## src/rtl/aa_metrics_pkg.sv

```systemverilog
// Shared types and constants for the approximate-adder error monitor:
// FSM encoding, LFSR polynomial and default seeds.
package aa_metrics_pkg;

    typedef enum logic [1:0] {
        ST_IDLE   = 2'd0,
        ST_DRIVE  = 2'd1,
        ST_SAMPLE = 2'd2,
        ST_DONE   = 2'd3
    } state_t;

    // x^32 + x^22 + x^2 + x + 1, right-shifting Galois form
    localparam logic [31:0] LFSR_POLY  = 32'h8020_0003;
    localparam logic [31:0] DEF_SEED_A = 32'hACE1_2345;
    localparam logic [31:0] DEF_SEED_B = 32'h1357_9BDF;

    function automatic logic [31:0] lfsr_next(input logic [31:0] s);
        return {1'b0, s[31:1]} ^ (s[0] ? LFSR_POLY : 32'h0);
    endfunction

endpackage

```

## src/rtl/aa_lfsr32.sv

```systemverilog
// 32-bit Galois LFSR with synchronous seed load and single-step advance.
// A zero seed would lock up the register, so it is replaced by 1.
module aa_lfsr32
    import aa_metrics_pkg::*;
#(
    parameter logic [31:0] SEED = DEF_SEED_A
) (
    input  logic        clk,
    input  logic        rst,
    input  logic        load,
    input  logic        step,
    output logic [31:0] seed,
    output logic [31:0] state
);

    logic [31:0] r_state;

    assign seed  = (SEED == 32'h0) ? 32'h1 : SEED;
    assign state = r_state;

    always_ff @(posedge clk) begin
        if (rst) begin
            r_state <= seed;
        end else if (load) begin
            r_state <= seed;
        end else if (step) begin
            r_state <= lfsr_next(r_state);
        end
    end

endmodule

```

## src/rtl/aa_err_monitor.sv

```systemverilog
// Drives LFSR operands into an external approximate adder, compares its sum
// with the exact N-bit sum and accumulates error count, sum and max distance.
module aa_err_monitor
    import aa_metrics_pkg::*;
#(
    parameter int          N      = 16,
    parameter int          CNT_W  = 32,
    parameter logic [31:0] SEED_A = DEF_SEED_A,
    parameter logic [31:0] SEED_B = DEF_SEED_B
) (
    input  logic               clk,
    input  logic               rst,
    input  logic               start,
    input  logic [CNT_W-1:0]   num_tests,
    output logic [N-1:0]       dut_a,
    output logic [N-1:0]       dut_b,
    input  logic [N-1:0]       dut_s,
    output logic               busy,
    output logic               done,
    output logic [CNT_W-1:0]   tests_run,
    output logic [CNT_W-1:0]   err_count,
    output logic [N+CNT_W-1:0] sum_ed,
    output logic [N-1:0]       max_ed
);

    state_t             r_state, w_next;
    logic [CNT_W-1:0]   r_num;
    logic [N-1:0]       r_dut_a, r_dut_b;
    logic [CNT_W-1:0]   r_tests_run, r_err_count;
    logic [N+CNT_W-1:0] r_sum_ed;
    logic [N-1:0]       r_max_ed;

    logic               w_accept, w_step, w_last, w_ed_nz;
    logic [CNT_W-1:0]   w_tests_inc;
    logic [N-1:0]       w_exact, w_ed;
    logic [31:0]        w_lfsr_a, w_lfsr_b, w_seed_a, w_seed_b;
    logic               w_unused;

    aa_lfsr32 #(.SEED(SEED_A)) u_lfsr_a (
        .clk   (clk),
        .rst   (rst),
        .load  (w_accept),
        .step  (w_step),
        .seed  (w_seed_a),
        .state (w_lfsr_a)
    );

    aa_lfsr32 #(.SEED(SEED_B)) u_lfsr_b (
        .clk   (clk),
        .rst   (rst),
        .load  (w_accept),
        .step  (w_step),
        .seed  (w_seed_b),
        .state (w_lfsr_b)
    );

    // Upper LFSR bits only feed the sequence, not the operands
    assign w_unused = ^{w_lfsr_a, w_lfsr_b, w_seed_a, w_seed_b};

    assign w_accept    = ((r_state == ST_IDLE) || (r_state == ST_DONE)) && start;
    assign w_step      = (r_state == ST_SAMPLE);
    assign w_tests_inc = r_tests_run + {{(CNT_W-1){1'b0}}, 1'b1};
    assign w_last      = (w_tests_inc == r_num);

    // Exact sum wraps mod 2^N; the distance itself is non-modular
    assign w_exact = r_dut_a + r_dut_b;
    assign w_ed    = (dut_s > w_exact) ? (dut_s - w_exact) : (w_exact - dut_s);
    assign w_ed_nz = (w_ed != '0);

    always_ff @(posedge clk) begin
        if (rst) begin
            r_state <= ST_IDLE;
        end else begin
            r_state <= w_next;
        end
    end

    always_comb begin
        w_next = r_state;
        case (r_state)
            ST_IDLE, ST_DONE: begin
                if (start) begin
                    w_next = (num_tests == '0) ? ST_DONE : ST_DRIVE;
                end
            end
            ST_DRIVE:  w_next = ST_SAMPLE;
            ST_SAMPLE: w_next = w_last ? ST_DONE : ST_DRIVE;
            default:   w_next = ST_IDLE;
        endcase
    end

    always_comb begin
        busy = (r_state == ST_DRIVE) || (r_state == ST_SAMPLE);
        done = (r_state == ST_DONE);
    end

    always_ff @(posedge clk) begin
        if (rst) begin
            r_num       <= '0;
            r_dut_a     <= '0;
            r_dut_b     <= '0;
            r_tests_run <= '0;
            r_err_count <= '0;
            r_sum_ed    <= '0;
            r_max_ed    <= '0;
        end else if (w_accept) begin
            r_num       <= num_tests;
            r_tests_run <= '0;
            r_err_count <= '0;
            r_sum_ed    <= '0;
            r_max_ed    <= '0;
        end else if (r_state == ST_DRIVE) begin
            r_dut_a <= w_lfsr_a[N-1:0];
            r_dut_b <= w_lfsr_b[N-1:0];
        end else if (r_state == ST_SAMPLE) begin
            r_tests_run <= w_tests_inc;
            r_err_count <= r_err_count + {{(CNT_W-1){1'b0}}, w_ed_nz};
            r_sum_ed    <= r_sum_ed + {{CNT_W{1'b0}}, w_ed};
            if (w_ed > r_max_ed) begin
                r_max_ed <= w_ed;
            end
        end
    end

    assign dut_a     = r_dut_a;
    assign dut_b     = r_dut_b;
    assign tests_run = r_tests_run;
    assign err_count = r_err_count;
    assign sum_ed    = r_sum_ed;
    assign max_ed    = r_max_ed;

endmodule

```

## config.mk

```make
export PLATFORM = sky130hd
export DESIGN_NAME = aa_err_monitor
export DESIGN_NICKNAME = d
export VERILOG_FILES = /design/src/rtl/aa_metrics_pkg.sv /design/src/rtl/aa_lfsr32.sv /design/src/rtl/aa_err_monitor.sv
export SDC_FILE = /design/constraint.sdc
export NUM_CORES = 1
export LEC_CHECK = 0
export CORE_MARGIN = 2
export CORE_UTILIZATION = 32
export CTS_BUF_LIST = sky130_fd_sc_hd__clkbuf_2 sky130_fd_sc_hd__clkbuf_4 sky130_fd_sc_hd__clkbuf_8
export CTS_CLUSTER_DIAMETER = 50
export DETAILED_ROUTE_END_ITERATION = 16
export RECOVER_POWER = 100
export SETUP_SLACK_MARGIN = 0.2
export SLEW_MARGIN = 20
export SYNTH_ARGS = -nofsm -noshare
export SYNTH_HDL_FRONTEND = slang
export SYNTH_SLANG_ARGS = --single-unit
```

## constraint.sdc

```tcl
create_clock -name clk -period 8.9 [get_ports clk]
set_clock_uncertainty 0.2 [all_clocks]
set_input_delay 2.225 -clock clk [delete_from_list [all_inputs] [get_ports clk]]
set_output_delay 2.225 -clock clk [all_outputs]
set_load 0.005 [all_outputs]
```

==> results.md <==
* Placed inst area at about 17000 um2
* Final setup viols at 0
* Routed wire length at 42000 um
* Post CTS Setup Buffer Count at 0
* Initial Utilization at about a third
* # diodes at 0
* CP Launch Type: flop
* Worst slack, placed at between 400 and 500 ps
* Largest family of logic cells by synthesized area: simple AND/OR/NAND/NOR gates
* CP Class: reg -> reg
* Simple-gate share of the synthesized area at a little over a fifth
* VDD IR-drop max at about 0.000096 V
* Fin cells at about 2600
* Chip width at approximately 220 um
* Adder-cell share of the synthesized area at 7.69%
* Post-Syn Nets at ~1900
* CTS clk-pin slew, worst paths at roughly 60 ps
* Post-DP HPWL at 30800 um
* Final net count at 2065
* Via count at ~13000
* CTS tree: done
* Pins Over Slew Limit at between 200 and 250
* Pin count of the biggest net entering global routing at 81
* Period Utilization, post-route at 91.6%
* WP data arrival at ~8400 ps
* Die area at 47200 um2
* Pwr/cell area at 276 nW/um2
* Post-synthesis average cell area at 8.40 um2
* RSZ-0062 raised after global routing: no
* First-pass GRT wire length at 66900 um
* Layout cells sized above 1 at approximately 6.6%
* Setup TNS at 0 ps
* Syn. warnings at 0
* Placed Instances at around 2500
* Post-synth top area cell: dfxtp_1
* Crit end category: flop
* #FFs+latches synth at between 200 and 300
* CTS resizes at 0
* Count leader, synth: dfxtp_1
* Final hold slack at ~270 ps
* Mapped cell area at between 10000 and 15000 um2
* Final Core Density at 40.7%
* EDFF count, synth at 0
* CP max FO at 15
* Clock Latency Late Sink at roughly 630 ps
* I/O pin count at about 210
* Worst stage delay on the critical path at 630 ps
* Hold-fix buffers at CTS at 0
* Detailed Route Iter0 Violations at 738
* Worst setup margin at between 700 and 800 ps
* Pre-antenna DRT Iters at 5
* Mux contribution to synthesized area at 9.17%
* Gr usage total at about 18%
* Remaining DRCs at 0
* PortBufs at between 200 and 250
* Required @ worst endpoint at slightly above 9000 ps
* Area Growth Syn to Fin at 26.2%
* Compound-cell area share of the yosys netlist at approximately 13%
* Post-synth top area share at 35.5%
* P_leak at between 7 and 8 nW
* Clock H-tree levels at 2
* Average wire per standard cell at 16.4 um
* Final hold violation count at 0
* Synth Area in XOR/XNOR at 9.55%
* Slew Limit Headroom at -154%
* Detailed-route vias per instance at 4.99
* Status: finished, violations left
* Top achievable clock speed at ~120 MHz
* Die H at 217 um
* Post-synth top flop: dfxtp_1
* Type of the worst min-delay path: reg -> reg
* Clock Sinks at between 200 and 300
* Core Footprint at approximately 45000 um2
* Failing checks: max-capacitance violations, max-slew violations
* Initial antenna violation count at 0
* Asr flop ratio synth at 0%
* Synth cell types at 72
* Commonest cells in the netlist: 258 x dfxtp_1, 219 x nand2_1, 191 x nor2_1, 131 x mux2i_1, 99 x a21oi_1
* Sequential share of the synthesized area at between 30% and 40%
* TritonCTS Buffers at between 40 and 50
* Total chip power at just over 5 mW
* Clock Tree Root: clkbuf_8
* Final min period at 8150 ps
* Largest cells by area after synthesis: dfxtp_1 36%, mux2i_1 9.0%, ha_1 7.1%
* Fin area at approximately 18000 um2
* ANT nets after route at 0
* Max-cap violations at 4
* Worst slew pin tran at 3810 ps
* Vias in the first global route at 12400
* Gr ovfl total at 0
* Clock buffer depth at 3
* RePlAce Congestion at around 0.84
* Crit-path slowest cell: and3_1
* # rows at ~80
* Cells after Synth at ~1700
## critical path, delay by kind of cell (launching register included)
kind                       cells  cell delay [ps]
DFF                            1              350
xor gates and xnor gates       3              490
and+or+nand+nor               12             3610
AOI/OAI and AO/OA             10             1970
adders and majority gates      4             1350
## kinds of logic after synthesis
logic type | Yosys count
AOI/OAI and AO/OA | 283
xor gates and xnor gates | 157
adders and majority gates | 87
buffers and inverters | 164
DFF | 258
muxes | 133
and+or+nand+nor | 650
## registers in the layout (all words and copies together), names as in the netlist
register        flops
err_count          32
dut_a              16
u_lfsr_b.state     32
r_num              32
u_lfsr_a.state     32
sum_ed             48
dut_b              16
max_ed             16
r_state             2
tests_run          32
## layout make-up
class,instances,area [um2]
timing repair buffer,231,2230
tap,600,751
multi-input combinational,1310,8770
clock buffer,74,943
fill,4556,26700
inverter,77,289
clock inverter,16,199
sequential,258,5160
## layout by cell type (no fill, tap or decap), types with 36 or more instances in the layout
master / n
a21oi_1: 99
nand4_1: 37
o21ai_0: 36
nor2_1: 190
clkbuf_8: 62
nand2_1: 219
xor2_1: 87
mux2i_1: 131
ha_1: 81
nand3_1: 48
clkdlybuf4s50_1: 48
dlygate4sd3_1: 163
dfxtp_1: 258
xnor2_1: 69
inv_1: 77
## where the power goes
group | leakage [nW] | internal, mW | total [mW] | switching, mW
sequential | 2.09 | 1.29 | 1.41 | 0.120
clock | 0.588 | 0.797 | 1.35 | 0.551
combinational | 4.81 | 0.952 | 2.30 | 1.35
## worst paths after layout
path	start	end	slack [ps]	cells after the start
max	dut_a[0]	err_count[31]	750	29
min	r_num[2]	r_num[2]	270	2
max reg2reg	dut_a[0]	err_count[31]	750	29
min reg2reg	r_num[2]	r_num[2]	270	2
## per-layer routing
metal | global-route usage, % | wire, um | up-vias
met3 | 3.28 | 1970 | 70
met1 | 23.2 | 19500 | 6040
met4 | 5.34 | 984 | 0
met5 | 0 | 0 | -
li1 | - | - | 6408
met2 | 28.9 | 19600 | 276
(Power assumes the default switching activity.)
==> RTL edit, RTL diff (same settings) <==
Put one more register stage on the output `max_ed`, cleared by the reset. The value now appears one clock later. The other outputs are not delayed to match.
--- a/src/rtl/aa_err_monitor.sv
+++ b/src/rtl/aa_err_monitor.sv
@@ -129,3 +129,9 @@
     assign sum_ed    = r_sum_ed;
-    assign max_ed    = r_max_ed;
+    always_ff @(posedge clk) begin
+        if (rst) begin
+            max_ed <= '0;
+        end else begin
+            max_ed <= r_max_ed;
+        end
+    end
 
Behaviour: not the same (a bounded check fails within 4 cycles, from zero or initial values and one cycle with rst high).
==> RTL edit against the original RTL <==
The run still ends with max-capacitance violations, max-slew violations left; clock power decreased by 8%; area after synthesis increased by 2.3%; worst setup slack improved by 0.015 ns; design area increased by 1.0%; routed wire length decreased by 0.67%; non-clock buffer count decreased by 1; power decreased by 0.44%; sequential cell count increased by 16; critical path type unchanged; largest cell class unchanged.
==> RTL edit: results (changes against the original RTL) <==
Run status
  • Status: finished, violations left
  • Failing checks: max-capacitance violations, max-slew violations

Place
  • DP Worst Slack: 0.533 ns (+0.0717 ns)
  • Gpl congestion: 0.878 (+5.0%)
  • Inst Count DP: 2519 (+1.7%)

Finish
  • Fill cells: 4631 (+1.6%)
  • Non-clock buffers: 230 (-0.43%)
  • Synth-to-Final Area Change: 24.7%
  • Register share of the cell area: 0.296 (+0.0144)
  • Non-filler cells, final: 2608 (+1.6%)
  • Signal buf overhead: 0.120 (-0.00172)
  • Inverters: 74 (-3.9%)
  • Comb_multi_in: 1341 (+2.4%)

Drt
  • Post-detailed-routing wire length: 41.7 mm (-0.67%)
  • DRT iter0 DRCs: 750 (+1.6%)
  • Met3 wire length: 2.52 mm (+28%)
  • Met1 WL: 19.6 mm (+0.50%)

Global routing
  • Vias in the first global route: 12.3k (-0.35%)
  • Met3 Use GR: 0.0435 (+0.0106)
  • GRT Util Overall: 0.169 (-0.00592)
  • Largest net degree at the start of global routing: 83 (+2.5%)
  • Met1 usage: 0.224 (-0.00753)
  • First-pass GRT wire length: 65.5 mm (-2.0%)

Synthesis
  • Cell Area, Synth: 14900 um2 (+2.3%)
  • Mux cell area share after synthesis: 0.0835 (-0.00817)
  • Compound-Gate Fraction of Synth Area: 0.115 (-0.0142)
  • Seq/Total Area, Yosys: 0.369 (+0.0137)
  • FF+latch count, synth: 274 (+6.2%)
  • Post-synthesis adder-cell area fraction: 0.0759 (-0.00103)

Timing
  • Worst-margin pin slew: 4.16 ns (+0.350 ns)
  • Final Max Slew Viols: 310 (+52%)
  • Final min period: 8.14 ns (-0.0146 ns)

Setup path
  • Critical Path AT: 8.31 ns (-0.09 ns)
  • Peak per-stage delay on the critical path: 0.60 ns (-0.03 ns)
  • CP top delay family: compound AO/OA/AOI/OAI gates

Power and ir drop
  • Clk pwr share: 0.247 (-0.019)
  • P_sw: 2.02 mW (+0.13%)

Run
  • Max Cap Viol: 5 (+1)
==> RTL edit: cell types whose count changed in the layout (fill, tap and decap cells not counted), sizes merged, moves of 11 or more <==
| cell | before | now |
|---|---|---|
| o21ai | 40 | 54 |
| nor3 | 18 | 34 |
| dfxtp | 258 | 274 |
| xor2 | 87 | 76 |
| nor2 | 192 | 215 |
| xnor2 | 69 | 89 |
==> RTL edit: repair_timing <==
action | CTS | global route
setup endpoints to repair | 0 | 1
setup buffers | 0 | 0
resized for setup | 0 | 1
==> RTL edit: metrics by stage <==
| step | util | power (mW) |
|---|---|---|
| after floorplan | - | 3.15 |
| after global placement | 0.384 | 3.80 |
| after detailed placement | 0.384 | 3.83 |
| after CTS | 0.407 | 5.11 |
| after global routing | 0.406 | 5.42 |
| final | 0.406 | 5.04 |
